$ cat src/rtl/pipe_adder_pkg.sv
// rtl/pipe_adder_pkg.sv - shared helpers for the segmented pipelined adder
// Stage-count function and configuration legality check used at elaboration.
package pipe_adder_pkg;

   function automatic int calc_nstg(input int width, input int seg);
      return width / seg;
   endfunction

   function automatic bit cfg_ok(input int width, input int seg);
      return (width >= 2) && (seg >= 1) && (seg <= width) && ((width % seg) == 0);
   endfunction

endpackage

$ cat src/rtl/pipe_adder_seg.sv
// rtl/pipe_adder_seg.sv - one SEG-bit adder slice with registered sum and carry
// Holds its outputs while en is low.
module pipe_adder_seg #(
   parameter int SEG = 4
) (
   input  logic           clk,
   input  logic           rst,
   input  logic           en,
   input  logic [SEG-1:0] a,
   input  logic [SEG-1:0] b,
   input  logic           ci,
   output logic [SEG-1:0] sum,
   output logic           co
);

   logic [SEG:0] total;

   assign total = {1'b0, a} + {1'b0, b} + {{SEG{1'b0}}, ci};

   always_ff @(posedge clk or posedge rst) begin
      if (rst) begin
         sum <= '0;
         co  <= 1'b0;
      end else if (en) begin
         {co, sum} <= total;
      end
   end

endmodule

$ cat src/rtl/pipe_adder.sv
// rtl/pipe_adder.sv - pipelined add/subtract, one SEG-bit segment per stage
// Inputs are skewed per segment, carries ripple stage to stage, sums are deskewed.
module pipe_adder
   import pipe_adder_pkg::*;
#(
   parameter int WIDTH = 8,
   parameter int SEG   = 4
) (
   input  logic             clk,
   input  logic             rst,
   input  logic             in_valid,
   input  logic [WIDTH-1:0] a,
   input  logic [WIDTH-1:0] b,
   input  logic             cin,
   input  logic             sub,
   input  logic             stall,
   output logic             out_valid,
   output logic [WIDTH-1:0] sum_out,
   output logic             c_out,
   output logic             ovf
);

   localparam int NSTG = calc_nstg(WIDTH, SEG);

   if (!cfg_ok(WIDTH, SEG)) begin : g_bad_cfg
      $error("pipe_adder: WIDTH must be >= 2 and a multiple of SEG");
   end

   logic            en;
   logic [NSTG-1:0] vld;
   logic [NSTG-1:0] cy;
   logic            msb_a_q;
   logic            msb_b_q;

   assign en = ~stall;

   always_ff @(posedge clk or posedge rst) begin
      if (rst) begin
         vld <= '0;
      end else if (en) begin
         vld[0] <= in_valid;
         for (int i = 1; i < NSTG; i++) begin
            vld[i] <= vld[i-1];
         end
      end
   end

   for (genvar k = 0; k < NSTG; k++) begin : g_stg
      localparam int DLY = NSTG - 1 - k;

      logic [SEG-1:0] a_sk;
      logic [SEG-1:0] b_sk;
      logic [SEG-1:0] b_eff;
      logic [SEG-1:0] seg_sum;
      logic           sub_sk;
      logic           ci;

      // sub rides the skew line with its segment so each stage inverts its own B bits
      if (k == 0) begin : g_in
         assign a_sk   = a[0 +: SEG];
         assign b_sk   = b[0 +: SEG];
         assign sub_sk = sub;
      end else begin : g_skew
         logic [SEG-1:0] a_sr   [k];
         logic [SEG-1:0] b_sr   [k];
         logic           sub_sr [k];

         always_ff @(posedge clk or posedge rst) begin
            if (rst) begin
               for (int i = 0; i < k; i++) begin
                  a_sr[i]   <= '0;
                  b_sr[i]   <= '0;
                  sub_sr[i] <= 1'b0;
               end
            end else if (en) begin
               a_sr[0]   <= a[k*SEG +: SEG];
               b_sr[0]   <= b[k*SEG +: SEG];
               sub_sr[0] <= sub;
               for (int i = 1; i < k; i++) begin
                  a_sr[i]   <= a_sr[i-1];
                  b_sr[i]   <= b_sr[i-1];
                  sub_sr[i] <= sub_sr[i-1];
               end
            end
         end

         assign a_sk   = a_sr[k-1];
         assign b_sk   = b_sr[k-1];
         assign sub_sk = sub_sr[k-1];
      end

      assign b_eff = b_sk ^ {SEG{sub_sk}};

      if (k == 0) begin : g_ci0
         assign ci = sub_sk | cin;
      end else begin : g_cin
         assign ci = cy[k-1];
      end

      pipe_adder_seg #(
         .SEG (SEG)
      ) u_seg (
         .clk (clk),
         .rst (rst),
         .en  (en),
         .a   (a_sk),
         .b   (b_eff),
         .ci  (ci),
         .sum (seg_sum),
         .co  (cy[k])
      );

      if (DLY == 0) begin : g_direct
         assign sum_out[k*SEG +: SEG] = seg_sum;
      end else begin : g_deskew
         logic [SEG-1:0] d_sr [DLY];

         always_ff @(posedge clk or posedge rst) begin
            if (rst) begin
               for (int i = 0; i < DLY; i++) begin
                  d_sr[i] <= '0;
               end
            end else if (en) begin
               d_sr[0] <= seg_sum;
               for (int i = 1; i < DLY; i++) begin
                  d_sr[i] <= d_sr[i-1];
               end
            end
         end

         assign sum_out[k*SEG +: SEG] = d_sr[DLY-1];
      end

      // MSB operand bits kept alongside the top slice to recover the carry into the MSB
      if (k == NSTG - 1) begin : g_msb
         always_ff @(posedge clk or posedge rst) begin
            if (rst) begin
               msb_a_q <= 1'b0;
               msb_b_q <= 1'b0;
            end else if (en) begin
               msb_a_q <= a_sk[SEG-1];
               msb_b_q <= b_eff[SEG-1];
            end
         end
      end
   end

   assign out_valid = vld[NSTG-1];
   assign c_out     = cy[NSTG-1];
   assign ovf       = msb_a_q ^ msb_b_q ^ sum_out[WIDTH-1] ^ c_out;

endmodule

$ cat config.mk
export PLATFORM = sky130hd
export DESIGN_NAME = pipe_adder
export DESIGN_NICKNAME = d
export VERILOG_FILES = /design/src/rtl/pipe_adder_pkg.sv /design/src/rtl/pipe_adder_seg.sv /design/src/rtl/pipe_adder.sv
export SDC_FILE = /design/constraint.sdc
export NUM_CORES = 1
export LEC_CHECK = 0
export BUFFER_PORTS_ARGS = -buffer_cell sky130_fd_sc_hd__buf_2
export CORE_MARGIN = 8
export CORE_UTILIZATION = 40
export DETAILED_ROUTE_END_ITERATION = 6
export PLACE_DENSITY = 0.71
export SETUP_SLACK_MARGIN = 0.15
export SLEW_MARGIN = 20
export SYNTH_ARGS = -nofsm -noshare
export SYNTH_HDL_FRONTEND = slang
export SYNTH_HIERARCHICAL = 1
export SYNTH_SLANG_ARGS = --single-unit
export TNS_END_PERCENT = 30
$ cat constraint.sdc
create_clock -name clk -period 4 [get_ports clk]
set_input_delay 0.2 -clock clk [delete_from_list [all_inputs] [get_ports clk]]
set_output_delay 0.2 -clock clk [all_outputs]
set_load 0.01 [all_outputs]
==> flow_metrics.tcl <==
set metrics [dict create \
    muxShareOfSynthArea 0.181 \
    period_needed_ns 1.95 \
    maxCapViolCount 0 \
    viasPerCell 4.89 \
    critical_path.startpoint_type "register" \
    tns_ns 0 \
    r2r-end "g_stg[1].u_seg/sum[2]" \
    crit_path_frequent_cell "fa_1" \
    area_growth_pct 13.6 \
    crit_type "reg2reg" \
    die_area_sq_mm 0.00606 \
    final_nets 180 \
    syn_inst 116 \
    syn_area_sq_mm 0.00153 \
    clk_latency_ns 0.27 \
    grt_use_total 0.0955 \
    avgRoutedWirePerCell_um 13.9 \
    drt_wl_total_um 2720 \
    synth-compound-area-share 0.0556 \
    yosysWarningCount 6 \
    synth_seq_cells 27 \
    arrival_ns 2.12 \
    ctsRootBufferMaster "clkbuf_8" \
    cpMaxStageDelayCell "dfrtp_1" \
    yosys.area_share.simple 0.0662 \
    synth_top_family_by_area "multiplexers" \
    clkTransAtPathRegs_ns 0.09 \
    min_from "b[5]" \
    synthFlopType "dfrtp_1" \
    grt_start_max_net_pins 22 \
    io_pins 33 \
    powerDensity_mw_per_mm2 473 \
    layout_commonest_cell "buf_2" \
    cts_tree "done" \
    cts_setup_buffers 0 \
    power.total_mw 0.823 \
    drt_iter0_drc 55 \
    core_sq_mm 0.00366 \
    cts_made_buffers 3 \
    antenna_found_initial 0 \
    synth-adder-area-share 0.101 \
    holdPathStages 2 \
    worstRegToRegCells 6 \
    crit_fanout 5 \
    synthXorXnorAreaFrac 0.0792 \
    rrSetupSlack_ns 2.05 \
    dp_hpwl_um 2200 \
    fin_util 0.475 \
    reg2reg_from "g_stg[1].g_skew.sub_sr" \
    ys_seq_area_frac 0.441 \
    post-route-drc-count 0 \
    synth_edf_count 0 \
    grt_overflow 0 \
    diodes 0 \
    critPathRequiredTime_ns 4.17 \
    hold-worst-slack_ns 0.152 \
    min_to "g_stg[1].b_sk[1]" \
    finalHoldViolCount 0 \
    status "finished, final reports clean" \
    async_flop_share 1.00 \
    place.gp.congestion 0.781 \
    start_util 0.418 \
    end_kind "register" \
    hp-class "in2reg" \
    irDropWorstVdd_mv 0.139 \
    numPortBuffers 32 \
    cts_buffer_depth 2 \
    die_h_um 77.9 \
    most-common-layout-cells "buf_2 (32), dfrtp_1 (27), inv_1 (12)" \
    setup_violations 0 \
    ctsResizeCount 0 \
    synthesis.nets 148 \
    die-width_um 77.9 \
    worstMarginPinSlew_ns 0.714 \
    grt_pass1_vias 1066 \
    ys_types 25 \
    syn_area_per_cell_sq_um 13.2 \
    fmax_mhz 513 \
    slew-limit-headroom 0.523 \
    grt_pass1_wl_um 4720 \
    p_leak_nw 0.850 \
    grt_setup_unrepaired "false" \
    vias 953 \
    final_layout_size_suffix_gt1_frac 0.415 \
    fin_worst_skew_ns 0.00559 \
    h-tree-depth 1 \
    slew_violations 0 \
    drt-pass1-iter-count 4 \
    fill_cells 345 \
    ant_nets 0 \
    critPathMaxStageDelay_ns 0.49 \
    rows 22 \
    path_cells "xor2_1, fa_1, inv_1, fa_1, xnor2_1, mux2_2" \
    cts-hold-fix-buffers 1 \
    post-route-period-util 0.487 \
    cts_sinks 27 \
]
-- where the power goes --
part           switching (mW)  total (mW)  internal [mW]
Clock                  0.0864       0.157         0.0707
Combinational           0.134       0.290          0.156
Sequential             0.0402       0.376          0.335
-- per-stage QoR --
stage	cell area [sq um]	std cells	setup slack, ns
floorplan	1530	116	2.21
global placement	1680	190	2.17
finish	1740	195	2.05
global route	1740	195	1.96
CTS	1740	195	2.05
detailed placement	1680	190	2.06
-- state kept, by name (all words and copies together), names as in the netlist --
| register | flops |
|---|---|
| g_stg.b_sk | 4 |
| g_stg.u_seg/sum | 8 |
| g_stg.g_skew.sub_sr | 1 |
| vld | 2 |
| msb_a_q | 1 |
| msb_b_q | 1 |
| g_stg.u_seg/co | 2 |
| g_stg.g_deskew.d_sr | 4 |
| g_stg.a_sk | 4 |
-- synth_stat cells, types with 4 or more instances --
master / n / area (sq um)
dfrtp_1: 27 / 676
inv_1: 12 / 45.0
mux2_4: 11 / 165
mux2_2: 10 / 113
xor2_1: 8 / 70.1
ha_1: 6 / 75.1
buf_6: 4 / 45.0
fa_1: 4 / 80.1
nor2_1: 4 / 15.0
xnor2_1: 4 / 35.0
-- layer usage --
layer  track usage  wire, um
met5             0         0
met4        0.0509        55
met3        0.0196       132
met2         0.160      1350
met1         0.111      1170
-- worst max-delay path by stage --
stage,from,end,cells past startpoint
floorplan,g_stg[1].g_skew.sub_sr,g_stg[1].u_seg/sum[2],7
global route,g_stg[1].g_skew.sub_sr,g_stg[1].u_seg/sum[2],6
detailed placement,g_stg[1].g_skew.sub_sr,g_stg[1].u_seg/sum[2],6
global placement,g_stg[1].g_skew.sub_sr,g_stg[1].u_seg/sum[2],6
CTS,g_stg[1].g_skew.sub_sr,g_stg[1].u_seg/sum[2],6
finish,g_stg[1].g_skew.sub_sr,g_stg[1].u_seg/sum[2],6
-- critical path, delay by kind of cell, from the launching register on --
| family | cells | cell delay (ns) |
|---|---|---|
| adders and majority gates | 2 | 0.65 |
| xor gates and xnor gates | 2 | 0.39 |
| DFF | 1 | 0.49 |
| buffers and inverters | 1 | 0.06 |
| muxes | 1 | 0.26 |
-- final cells by class --
type | instances | area, sq um | area share
well taps | 48 | 60.1 | 0.0345
multi-input cells | 71 | 741 | 0.426
repair buffers | 33 | 170 | 0.0978
flip-flops and latches | 27 | 676 | 0.388
clock buffers | 3 | 41.3 | 0.0237
inverters | 12 | 45.0 | 0.0259
clock inverters | 1 | 7.51 | 0.00431
-- cell families after synthesis --
| family | Yosys count |
|---|---|
| DFF | 27 |
| and+or+nand+nor | 15 |
| xor gates and xnor gates | 13 |
| muxes | 21 |
| buffers and inverters | 18 |
| adders and majority gates | 10 |
| AOI/OAI and AO/OA | 12 |
Note: power is estimated with default switching activity, not from simulation.
